File: src/rtl/piso_pkg.sv
`default_nettype none
// ============================================================================
// Module   : piso_pkg
// Purpose  : Shared types and helpers for the piso_shift_tx transmitter:
//            FSM state encoding and the bit-counter width function.
// Revision : 1.0 - initial release
// ============================================================================
package piso_pkg;

  // Transmitter FSM states, 2-bit encoding
  typedef enum logic [1:0] {
    IDLE   = 2'd0,
    SHIFT  = 2'd1,
    PARITY = 2'd2
  } state_t;

  // Counter must hold 0..width (it steps to width on the last data bit)
  function automatic int cnt_width(input int width);
    return $clog2(width + 1);
  endfunction

endpackage : piso_pkg
`default_nettype wire

File: src/rtl/piso_shift_tx_if.sv
`default_nettype none
// ============================================================================
// Module   : piso_shift_tx_if
// Purpose  : Load handshake and serial output bundle of piso_shift_tx.
//            master = word source / serial sink, slave = transmitter.
// Revision : 1.0 - initial release
// ============================================================================
interface piso_shift_tx_if #(
  parameter int WIDTH = 8
);

  logic [WIDTH-1:0] data_in;
  logic             load_valid;
  logic             load_ready;
  logic             sout;
  logic             sout_valid;
  logic             done;

  modport master (
    output data_in,
    output load_valid,
    input  load_ready,
    input  sout,
    input  sout_valid,
    input  done
  );

  modport slave (
    input  data_in,
    input  load_valid,
    output load_ready,
    output sout,
    output sout_valid,
    output done
  );

endinterface : piso_shift_tx_if
`default_nettype wire

File: src/rtl/piso_shreg.sv
`default_nettype none
// ============================================================================
// Module   : piso_shreg
// Purpose  : WIDTH-bit loadable shift register. Shifts toward the head end
//            (MSB or LSB per MSB_FIRST) and inserts 'fill' at the tail, so a
//            fully shifted-out register reads back as the fill bits.
// Revision : 1.0 - initial release
// ============================================================================
module piso_shreg #(
  parameter int WIDTH     = 8,
  parameter bit MSB_FIRST = 1'b1
) (
  input  wire logic             clk,
  input  wire logic             rst,
  input  wire logic             load,
  input  wire logic             shift_en,
  input  wire logic             fill,
  input  wire logic [WIDTH-1:0] din,
  output logic                  head_bit
);

  import piso_pkg::*;

  logic [WIDTH-1:0] q;
  logic [WIDTH-1:0] q_shifted;

  generate
    if (MSB_FIRST) begin : g_msb
      assign q_shifted = {q[WIDTH-2:0], fill};
      assign head_bit  = q[WIDTH-1];
    end else begin : g_lsb
      assign q_shifted = {fill, q[WIDTH-1:1]};
      assign head_bit  = q[0];
    end
  endgenerate

  // Storage: load has priority over shift
  always_ff @(posedge clk or posedge rst) begin
    if (rst) begin
      q <= '0;
    end else if (load) begin
      q <= din;
    end else if (shift_en) begin
      q <= q_shifted;
    end
  end

endmodule : piso_shreg
`default_nettype wire

File: src/rtl/piso_shift_tx.sv
`default_nettype none
// ============================================================================
// Module   : piso_shift_tx
// Purpose  : Parallel-in/serial-out transmitter. Accepts a WIDTH-bit word on
//            a valid/ready handshake and sends it one bit per clock on sout,
//            framed by sout_valid, with a one-cycle done pulse afterwards.
//            Optional macro PISO_TX_PARITY_EN appends an even-parity bit.
// Revision : 1.0 - initial release
// ============================================================================
module piso_shift_tx #(
  parameter int WIDTH     = 8,
  parameter bit MSB_FIRST = 1'b1
) (
  input wire logic        clk,
  input wire logic        rst,
  piso_shift_tx_if.slave  bus
);

  import piso_pkg::*;

  localparam int             CW   = cnt_width(WIDTH);
  localparam logic [CW-1:0]  LAST = CW'(WIDTH - 1);

  state_t        state, state_nxt;
  logic [CW-1:0] cnt, cnt_nxt;
  logic          valid_q, valid_nxt;
  logic          ready_q, ready_nxt;
  logic          done_q, done_nxt;
  logic          accept;
  logic          final_cycle;
  logic          load;
  logic          shift_en;
  logic          fill;
  logic          head_bit;

  assign accept = ready_q & bus.load_valid;

`ifdef PISO_TX_PARITY_EN
  logic par_q;

  // Parity of the word is frozen at load time
  always_ff @(posedge clk or posedge rst) begin
    if (rst) begin
      par_q <= 1'b0;
    end else if (load) begin
      par_q <= ^bus.data_in;
    end
  end

  // Parity enters at the tail on the first shift, so it reaches the head
  // exactly after the last data bit has been presented.
  assign fill        = par_q & (cnt == '0);
  assign final_cycle = (state == PARITY);
`else
  assign fill        = 1'b0;
  assign final_cycle = (state == SHIFT) && (cnt == LAST);
`endif

  // sout is the shift register head flop itself; zero fill guarantees it
  // reads 0 once a frame has been fully shifted out.
  piso_shreg #(
    .WIDTH     (WIDTH),
    .MSB_FIRST (MSB_FIRST)
  ) u_shreg (
    .clk      (clk),
    .rst      (rst),
    .load     (load),
    .shift_en (shift_en),
    .fill     (fill),
    .din      (bus.data_in),
    .head_bit (head_bit)
  );

  // Next-state, counter and registered-output decode
  always_comb begin
    state_nxt = state;
    cnt_nxt   = cnt;
    valid_nxt = 1'b0;
    ready_nxt = 1'b0;
    load      = 1'b0;
    shift_en  = 1'b0;

    case (state)
      IDLE: begin
        ready_nxt = 1'b1;
      end
      SHIFT: begin
        shift_en = 1'b1;
        cnt_nxt  = cnt + CW'(1);
        if (cnt != LAST) begin
          valid_nxt = 1'b1;
`ifdef PISO_TX_PARITY_EN
          ready_nxt = 1'b0;
`else
          ready_nxt = (cnt_nxt == LAST);
`endif
        end else begin
`ifdef PISO_TX_PARITY_EN
          state_nxt = PARITY;
          valid_nxt = 1'b1;
          ready_nxt = 1'b1;
`else
          state_nxt = IDLE;
          ready_nxt = 1'b1;
`endif
        end
      end
`ifdef PISO_TX_PARITY_EN
      PARITY: begin
        shift_en  = 1'b1;
        state_nxt = IDLE;
        ready_nxt = 1'b1;
      end
`endif
      default: begin
        state_nxt = IDLE;
        ready_nxt = 1'b1;
      end
    endcase

    // A new word (from IDLE or the final frame cycle) overrides the above
    if (accept) begin
      load      = 1'b1;
      shift_en  = 1'b0;
      state_nxt = SHIFT;
      cnt_nxt   = '0;
      valid_nxt = 1'b1;
      ready_nxt = 1'b0;
    end
  end

  assign done_nxt = final_cycle;

  // State, counter and registered handshake/framing outputs
  always_ff @(posedge clk or posedge rst) begin
    if (rst) begin
      state   <= IDLE;
      cnt     <= '0;
      valid_q <= 1'b0;
      ready_q <= 1'b1;
      done_q  <= 1'b0;
    end else begin
      state   <= state_nxt;
      cnt     <= cnt_nxt;
      valid_q <= valid_nxt;
      ready_q <= ready_nxt;
      done_q  <= done_nxt;
    end
  end

  assign bus.sout       = head_bit;
  assign bus.sout_valid = valid_q;
  assign bus.load_ready = ready_q;
  assign bus.done       = done_q;

endmodule : piso_shift_tx
`default_nettype wire
File: src/flat_wrapper.sv
// flat-port wrapper written by rule: the top's interface ports become plain ports
module piso_shift_tx_flat import piso_pkg::*;
#(
  parameter int WIDTH     = 8,
  parameter bit MSB_FIRST = 1'b1
)
  (clk, rst, bus_data_in, bus_load_valid, bus_load_ready, bus_sout, bus_sout_valid, bus_done);
  piso_shift_tx_if #(.WIDTH(WIDTH)) bus_i ();
  input wire logic clk;
  input wire logic rst;
  input wire logic [$bits(bus_i.data_in)-1:0] bus_data_in;
  input wire logic [$bits(bus_i.load_valid)-1:0] bus_load_valid;
  output wire logic [$bits(bus_i.load_ready)-1:0] bus_load_ready;
  output wire logic [$bits(bus_i.sout)-1:0] bus_sout;
  output wire logic [$bits(bus_i.sout_valid)-1:0] bus_sout_valid;
  output wire logic [$bits(bus_i.done)-1:0] bus_done;
  assign bus_i.data_in = bus_data_in;
  assign bus_i.load_valid = bus_load_valid;
  assign bus_load_ready = bus_i.load_ready;
  assign bus_sout = bus_i.sout;
  assign bus_sout_valid = bus_i.sout_valid;
  assign bus_done = bus_i.done;
  piso_shift_tx #(.WIDTH(WIDTH), .MSB_FIRST(MSB_FIRST)) u_core (.clk(clk), .rst(rst), .bus(bus_i));
endmodule
File: config.mk
export PLATFORM = sky130hd
export DESIGN_NAME = piso_shift_tx_flat
export DESIGN_NICKNAME = d
export VERILOG_FILES = /design/src/rtl/piso_pkg.sv /design/src/rtl/piso_shift_tx_if.sv /design/src/rtl/piso_shreg.sv /design/src/rtl/piso_shift_tx.sv /design/src/flat_wrapper.sv
export SDC_FILE = /design/constraint.sdc
export NUM_CORES = 1
export LEC_CHECK = 0
export CORE_MARGIN = 5
export CORE_UTILIZATION = 52
export DETAILED_ROUTE_END_ITERATION = 16
export PLACE_DENSITY = 0.78
export SYNTH_ARGS = -nofsm -noshare
export SYNTH_HDL_FRONTEND = slang
export SYNTH_SLANG_ARGS = --single-unit
File: constraint.sdc
create_clock -name clk -period 2.5 [get_ports clk]
set_clock_uncertainty 0.1 [all_clocks]
set_input_delay 0.625 -clock clk [delete_from_list [all_inputs] [get_ports clk]]
set_output_delay 0.625 -clock clk [all_outputs]
set_load 0.1 [all_outputs]
==> results.sh, run 1 <==
export IMPL_drt_iter0_drc=16
export IMPL_drv_slew=0
export IMPL_routabilityCongestion=0.696
export IMPL_relSlewSlack=0.599
export IMPL_cp_data_arrival_time_ps=1100
export IMPL_grt_pass1_wl_um=2280
export IMPL_seq_area_um2=402
export IMPL_cap_violations=0
export IMPL_yosys_top_cells_count="dfrtp_1, nand2_1, o21ai_1"
export IMPL_gr_usage_met3=0.0276
export IMPL_crit_path_max_fanout=2
export IMPL_crit_path_top_delay_cell="dfstp_2"
export IMPL_setup_ws_ps=677
export IMPL_layout_drive_gt1_share=0.143
export IMPL_synth_top_cell_by_area="dfrtp_1"
export IMPL_chipHeight_um=48.6
export IMPL_final_setup_tns_ps=0
export IMPL_htree_levels=1
export IMPL_clock_tree_root_cell="clkbuf_4"
export IMPL_antenna_found_initial=0
export IMPL_hpwl_um=887
export IMPL_setup_viol=0
export IMPL_hp_start="u_core.u_shreg.q[0]"
export IMPL_busiest_layer="met2"
export IMPL_fin_crit_ps=1820
export IMPL_p_leak_nw=0.447
export IMPL_hold_viol_final=0
export IMPL_critPathTopFamily="flip-flops"
export IMPL_syn_to_final_growth_pct=18.3
export IMPL_critPathKind="register to output port"
export IMPL_core_um2=1450
export IMPL_finalCritPeriodShare=0.729
export IMPL_cts_sinks=16
export IMPL_final_nets=98
export IMPL_irDropWorstVdd_uv=902
export IMPL_critical_path_required_ps=1770
export IMPL_grt_use_met1=0.146
export IMPL_netlist_area_leader_share=0.485
export IMPL_overflow=0
export IMPL_grt_pass1_vias=511
export IMPL_rsz0062_at_grt="no"
export IMPL_fill_cells=131
export IMPL_async_flop_share=1.00
export IMPL_pin_count=15
export IMPL_place_ws_ps=613
export IMPL_critPathMaxStageDelay_ps=540
export IMPL_hold_path_class="register to register"
export IMPL_vias=499
export IMPL_utilization=0.629
export IMPL_ys_flop_type="dfrtp_1"
export IMPL_fin_hold_ws_ps=440
export IMPL_p_total_mw=1.22
export IMPL_row_count=14
export IMPL_clk_latency_ps=280
export IMPL_critPathLaunch="u_core.bus.load_ready"
export IMPL_via_per_inst=4.99
export IMPL_die_w_um=48.6
export IMPL_synth_edff_count=0
export IMPL_path_clk_slew_ps=90
export IMPL_yosysWarnings=0
export IMPL_worstReg2RegStart="u_core.state[0]"
export IMPL_ctsResizeCount=0
export IMPL_die_area_um2=2360
export IMPL_start_util=0.532
export IMPL_cts_path_max_buffers=2
export IMPL_ant_nets=0
export IMPL_syn_area_um2=773
export IMPL_drc=0
export IMPL_status="finished clean"
export IMPL_yosys_top_cells_area="dfrtp_1, mux2i_1, buf_6, o21ai_1, nand2_1"
export IMPL_cts_buffers=3
export IMPL_grt_max_degree=24
export IMPL_cts_setup_buffers=0
export IMPL_crit_path_start_kind="register"
export IMPL_synth_cell_type_count=19
export IMPL_path_cells="buf_4"
export IMPL_grtUsageTotal=0.121
export IMPL_yosysMostFrequentCell="dfrtp_1"
export IMPL_cp_end_kind="output port"
export IMPL_ys_seq_area_frac=0.519
export IMPL_use_met2=0.202
export IMPL_synth_nets=83
export IMPL_multiInputGateArea_um2=304
export IMPL_worstMarginPinSlew_ps=602
export IMPL_ctsHoldBuffers=0
export IMPL_diodes=0
export IMPL_synth_seq_cells=16
export IMPL_io_buffer_count=14
export IMPL_wl_per_cell_um=12.4
export IMPL_p_per_area_nw_per_um2=1340
export IMPL_synthCells=70
export IMPL_max_clock_freq_ghz=0.549
export IMPL_wl_um=1240
export IMPL_syn_avg_cell_area_um2=11.0
export IMPL_cp_num_buf_inv=1
export IMPL_cts_tree="yes"
export IMPL_drt_pass1_iterations=4
[cell usage in the layout (no fill, tap or decap), types with 2 or more instances in the layout]
| cell type | instances |
|---|---|
| inv_1 | 4 |
| o21ai_1 | 8 |
| buf_4 | 5 |
| ha_1 | 2 |
| mux2i_1 | 7 |
| clkdlybuf4s50_1 | 10 |
| nor2_1 | 5 |
| nand2_1 | 10 |
| xnor2_1 | 3 |
| xor2_1 | 2 |
| clkbuf_4 | 3 |
| a21o_1 | 2 |
| dfrtp_1 | 15 |
[report_power, final]
part | leakage [nW] | internal [mW] | switching, mW
Combinational | 0.228 | 0.213 | 0.349
Sequential | 0.198 | 0.372 | 0.121
Clock | 0.0210 | 0.0885 | 0.0772
[logic make-up (layout without fill, tap and decap cells)]
| kind of cell | Yosys count | after routing | synth area share |
|---|---|---|---|
| compound gates | 12 | 12 | 0.102 |
| xor+xnor | 5 | 5 | 0.0566 |
| fa+ha+maj | 2 | 2 | 0.0324 |
| buf+inv | 9 | 23 | 0.0874 |
| flops | 16 | 16 | 0.519 |
| mux | 7 | 7 | 0.0906 |
| simple gates | 19 | 19 | 0.112 |
[registers in the layout (all words and copies together), names as in the netlist]
signal	flops
u_core.u_shreg.q	8
u_core.bus.done	1
u_core.state	1
u_core.bus.sout_valid	1
u_core.cnt	4
u_core.bus.load_ready	1
[per-stage QoR]
stage | instances | instance area, um2
detailed placement | 96 | 878
global route | 100 | 915
CTS | 100 | 915
finish | 100 | 915
global placement | 96 | 878
floorplan | 70 | 773
[metal layers]
metal | vias to the layer above | share of wire
li1 | 255 | -
met4 | 0 | 0.015
met2 | 13 | 0.49
met5 | - | 0
met1 | 227 | 0.43
met3 | 4 | 0.062
[path summary, 6_finish.rpt]
check / slack (ps) / endpoint / cells after the start
max: 680 / bus_load_ready / 1
min: 440 / u_core.u_shreg.q[0] / 2
max reg2reg: 1130 / u_core.cnt[3] / 3
min reg2reg: 440 / u_core.u_shreg.q[0] / 2
max in group asynchronous: 1320 / u_core.bus.done / 2
min in group asynchronous: 600 / u_core.u_shreg.q[4] / 2
[layout make-up]
cell class / count / area share
inverter: 4 / 0.0164
clock buffer: 4 / 0.0397
tap: 16 / 0.0219
timing repair buffer: 15 / 0.150
sequential: 16 / 0.439
multi-input combinational: 45 / 0.332
(Power assumes the default switching activity.)
==> inputs of run 2 (changes only) <==
Settings changed: CORE_UTILIZATION 52 to 49, PLACE_DENSITY 0.78 to 0.74.
Clock period 2.5 ns to 1.8 ns, I/O delays scaled along.
==> results.sh, run 2 (synthesis results as in run 1) <==
export IMPL_fin_hold_ws_ps=359
export IMPL_regToRegEndpoint="u_core.u_shreg.q[3]"
export IMPL_top_register="u_core.u_shreg.q"
export IMPL_grt_max_degree=17
export IMPL_irDropWorstVdd_uv=821
export IMPL_final_common_cell="dfrtp_1"
export IMPL_antenna_found_initial=0
export IMPL_drt_iter0_drc=2
export IMPL_path_cells="buf_12"
export IMPL_fill_cells=115
export IMPL_htree_levels=1
export IMPL_critPathMaxStageDelay_ps=560
export IMPL_setup_ws_ps=242
export IMPL_critPathTopFamily="flip-flops"
export IMPL_ant_nets=0
export IMPL_row_count=14
export IMPL_via_per_inst=4.98
export IMPL_clock_tree_root_cell="clkbuf_4"
export IMPL_io_buffer_count=14
export IMPL_grtUsageTotal=0.116
export IMPL_crit_path_top_delay_cell="dfstp_2"
export IMPL_syn_to_final_growth_pct=27.7
export IMPL_max_clock_freq_ghz=0.642
export IMPL_p_per_area_nw_per_um2=1850
export IMPL_cts_path_max_buffers=2
export IMPL_diodes=0
export IMPL_ctsHoldBuffers=0
export IMPL_grt_pass1_vias=519
export IMPL_place_ws_ps=85.7
export IMPL_chipHeight_um=49.7
export IMPL_cp_num_buf_inv=1
export IMPL_drv_slew=0
export IMPL_clk_latency_ps=280
export IMPL_path_clk_slew_ps=90
export IMPL_hold_path_class="input port to asynchronous set/reset pin"
export IMPL_routabilityCongestion=0.796
export IMPL_p_total_mw=1.83
export IMPL_multiInputGateArea_um2=304
export IMPL_ctsResizeCount=0
export IMPL_hold_viol_final=0
export IMPL_die_w_um=49.7
export IMPL_worstReg2RegStart="u_core.bus.load_ready"
export IMPL_finalCritPeriodShare=0.866
export IMPL_largestRegisters="u_core.u_shreg.q (8), u_core.cnt (4)"
export IMPL_cts_setup_buffers=0
export IMPL_pin_count=15
export IMPL_reg2reg_slack_ps=430
export IMPL_rsz0062_at_grt="no"
export IMPL_critical_path_required_ps=1250
export IMPL_crit_path_start_kind="register"
export IMPL_setup_viol=0
export IMPL_grt_pass1_wl_um=2180
export IMPL_final_cell_mix="dfrtp_1, nand2_1, clkdlybuf4s50_1"
export IMPL_crit_path_max_fanout=2
export IMPL_final_setup_tns_ps=0
export IMPL_utilization=0.655
export IMPL_worstMarginPinSlew_ps=274
export IMPL_largest_reg_flops=8
export IMPL_drt_pass1_iterations=2
export IMPL_cp_data_arrival_time_ps=1010
export IMPL_overflow=0
export IMPL_fin_crit_ps=1560
export IMPL_layout_drive_gt1_share=0.172
export IMPL_wl_per_cell_um=11.8
export IMPL_p_leak_nw=0.477
export IMPL_seq_area_um2=402
export IMPL_cp_end_kind="output port"
export IMPL_vias=513
export IMPL_cts_sinks=16
export IMPL_cap_violations=0
export IMPL_critPathKind="register to output port"
export IMPL_core_um2=1510
export IMPL_status="finished clean"
export IMPL_start_util=0.513
export IMPL_cts_tree="yes"
export IMPL_die_area_um2=2470
export IMPL_wl_um=1210
export IMPL_drc=0
export IMPL_hpwl_um=926
export IMPL_rr_worst_depth=4
export IMPL_final_nets=101
export IMPL_relSlewSlack=0.817
export IMPL_cts_buffers=3
[run 2: how the worst max path moves through the flow]
stage,slack (ps),depth (start not counted),startpoint,to
2_1_floorplan,240,4,u_core.bus.load_ready,u_core.u_shreg.q[7]
3_3_place_gp,120,5,bus_load_valid,u_core.u_shreg.q[7]
3_5_place_dp,90,5,bus_load_valid,u_core.u_shreg.q[1]
4_1_cts,230,1,u_core.bus.load_ready,bus_load_ready
5_1_grt,200,1,u_core.bus.load_ready,bus_load_ready
6_report,240,1,u_core.bus.load_ready,bus_load_ready
[run 2: power breakdown]
part	total (mW)	switching, mW	internal (mW)
registers	0.665	0.145	0.519
logic	0.933	0.527	0.406
clock network	0.232	0.109	0.123
total	1.83	0.781	1.05
[run 2: cell type report]
type	instances	area share
Inverter	4	0.0152
Timing Repair Buffer	18	0.213
Sequential cell	16	0.407
Clock buffer	4	0.0368
Multi-Input combinational cell	45	0.308
Tap cell	16	0.0203
[run 2: metal layers]
| metal | GRT usage | routed length (um) | up-vias | part of all wire |
|---|---|---|---|---|
| li1 | - | - | 264 | - |
| met1 | 0.131 | 544 | 236 | 0.45 |
| met2 | 0.189 | 588 | 13 | 0.49 |
| met3 | 0.0361 | 78 | 0 | 0.064 |
| met4 | 0.0655 | 0 | 0 | 0 |
| met5 | 0 | 0 | - | 0 |
[run 2: metrics by stage]
step,std cells,cell area (um2)
after floorplan,70,773
after global placement,99,951
after detailed placement,99,951
after CTS,103,987
after global routing,103,987
final,103,987
==> inputs of run 3 (changes only) <==
Settings changed: CAP_MARGIN set to 10, CORE_MARGIN 5 to not set.
==> results.sh, run 3 (synthesis results as in run 1) <==
export IMPL_status="finished clean"
export IMPL_finalCritPeriodShare=0.871
export IMPL_p_leak_nw=0.477
export IMPL_worstMarginPinSlew_ps=338
export IMPL_clock_tree_root_cell="clkbuf_4"
export IMPL_final_setup_tns_ps=0
export IMPL_rsz0062_at_grt="no"
export IMPL_wl_per_cell_um=11.7
export IMPL_final_cell_mix="dfrtp_1, nand2_1, clkdlybuf4s50_1"
export IMPL_hold_path_class="input port to asynchronous set/reset pin"
export IMPL_critPathMaxStageDelay_ps=560
export IMPL_cts_path_max_buffers=2
export IMPL_syn_to_final_growth_pct=27.5
export IMPL_drt_pass1_iterations=3
export IMPL_hpwl_um=866
export IMPL_grtUsageTotal=0.173
export IMPL_cts_setup_buffers=0
export IMPL_cp_end_kind="output port"
export IMPL_fin_hold_ws_ps=361
export IMPL_core_um2=1380
export IMPL_crit_path_start_kind="register"
export IMPL_layout_drive_gt1_share=0.172
export IMPL_place_ws_ps=131
export IMPL_pin_count=15
export IMPL_grt_pass1_wl_um=2280
export IMPL_setup_ws_ps=232
export IMPL_grt_max_degree=17
export IMPL_ctsResizeCount=0
export IMPL_via_per_inst=5.06
export IMPL_ctsHoldBuffers=0
export IMPL_diodes=0
export IMPL_fin_crit_ps=1570
export IMPL_cp_data_arrival_time_ps=1020
export IMPL_largest_reg_flops=8
export IMPL_io_buffer_count=14
export IMPL_critPathKind="register to output port"
export IMPL_drc=0
export IMPL_routabilityCongestion=0.720
export IMPL_relSlewSlack=0.775
export IMPL_start_util=0.559
export IMPL_cap_violations=0
export IMPL_ant_nets=0
export IMPL_cell_internal_pwr_mw=1.05
export IMPL_final_common_cell="dfrtp_1"
export IMPL_critical_path_required_ps=1250
export IMPL_antenna_found_initial=0
export IMPL_overflow=0
export IMPL_crit_path_top_delay_cell="dfstp_2"
export IMPL_max_clock_freq_ghz=0.638
export IMPL_comb_power_share=0.503
export IMPL_final_nets=101
export IMPL_critPathTopFamily="flip-flops"
export IMPL_die_w_um=41.7
export IMPL_htree_levels=1
export IMPL_clk_latency_ps=280
export IMPL_seqPwrFrac=0.370
export IMPL_largestRegisters="u_core.u_shreg.q (8), u_core.cnt (4)"
export IMPL_row_count=13
export IMPL_drv_slew=0
export IMPL_p_per_area_nw_per_um2=1860
export IMPL_die_area_um2=1740
export IMPL_vias=516
export IMPL_cts_tree="yes"
export IMPL_grt_pass1_vias=519
export IMPL_wl_um=1190
export IMPL_path_cells="buf_12"
export IMPL_layout_cells_non_filler=102
export IMPL_p_total_mw=1.83
export IMPL_cts_sinks=16
export IMPL_top_register="u_core.u_shreg.q"
export IMPL_sw_frac_of_total=0.428
export IMPL_post_place_cells=98
export IMPL_setup_viol=0
export IMPL_cp_num_buf_inv=1
export IMPL_hold_viol_final=0
export IMPL_irDropWorstVdd_uv=1260
export IMPL_drt_iter0_drc=7
export IMPL_p_switching_mw=0.785
export IMPL_p_clk_frac=0.127
export IMPL_cts_buffers=3
export IMPL_crit_path_max_fanout=2
export IMPL_chipHeight_um=41.7
export IMPL_path_clk_slew_ps=90
[run 3: cell counts in the layout (fill, tap and decap cells not counted)]
Identical to the previous run, type by type.
[run 3: metrics by stage]
| stage | area, um2 | utilization |
|---|---|---|
| after detailed placement | 950 | 0.687 |
| after global routing | 986 | 0.713 |
| after floorplan | 773 | - |
| after global placement | 950 | 0.687 |
| final | 986 | 0.713 |
| after CTS | 986 | 0.713 |
[run 3: worst paths after layout]
check	slack (ps)	endpoint	depth (start not counted)	start
max reg2reg	460	u_core.u_shreg.q[2]	4	u_core.bus.load_ready
min in group clk	440	u_core.u_shreg.q[0]	2	u_core.u_shreg.q[0]
min	360	u_core.cnt[2]	3	rst
max	230	bus_load_ready	1	u_core.bus.load_ready
max in group asynchronous	1000	u_core.bus.load_ready	3	rst
min reg2reg	440	u_core.u_shreg.q[0]	2	u_core.u_shreg.q[0]
[run 3: area by class of cell]
type	instances	area, um2
flip-flops and latches	16	402
fillers	105	397
multi-input cells	45	304
repair buffers	18	210
clock buffers	4	36.3
well taps	15	18.8
inverters	4	15.0
[run 3: power by group through the flow]
stage	clock network, mW	registers (mW)	logic [mW]
floorplan	0	0.875	0.497
CTS	0.243	0.681	0.933
global route	0.261	0.700	1.00
detailed placement	0	0.686	0.927
finish	0.233	0.678	0.922
global placement	0	0.681	0.914
[run 3: metal layers]
layer / routed length, um / vias to the layer above / GRT usage
li1: - / 264 / -
met1: 598 / 237 / 0.232
met2: 536 / 13 / 0.256
met3: 45 / 2 / 0.0522
met4: 12 / 0 / 0.0774
met5: 0 / - / 0
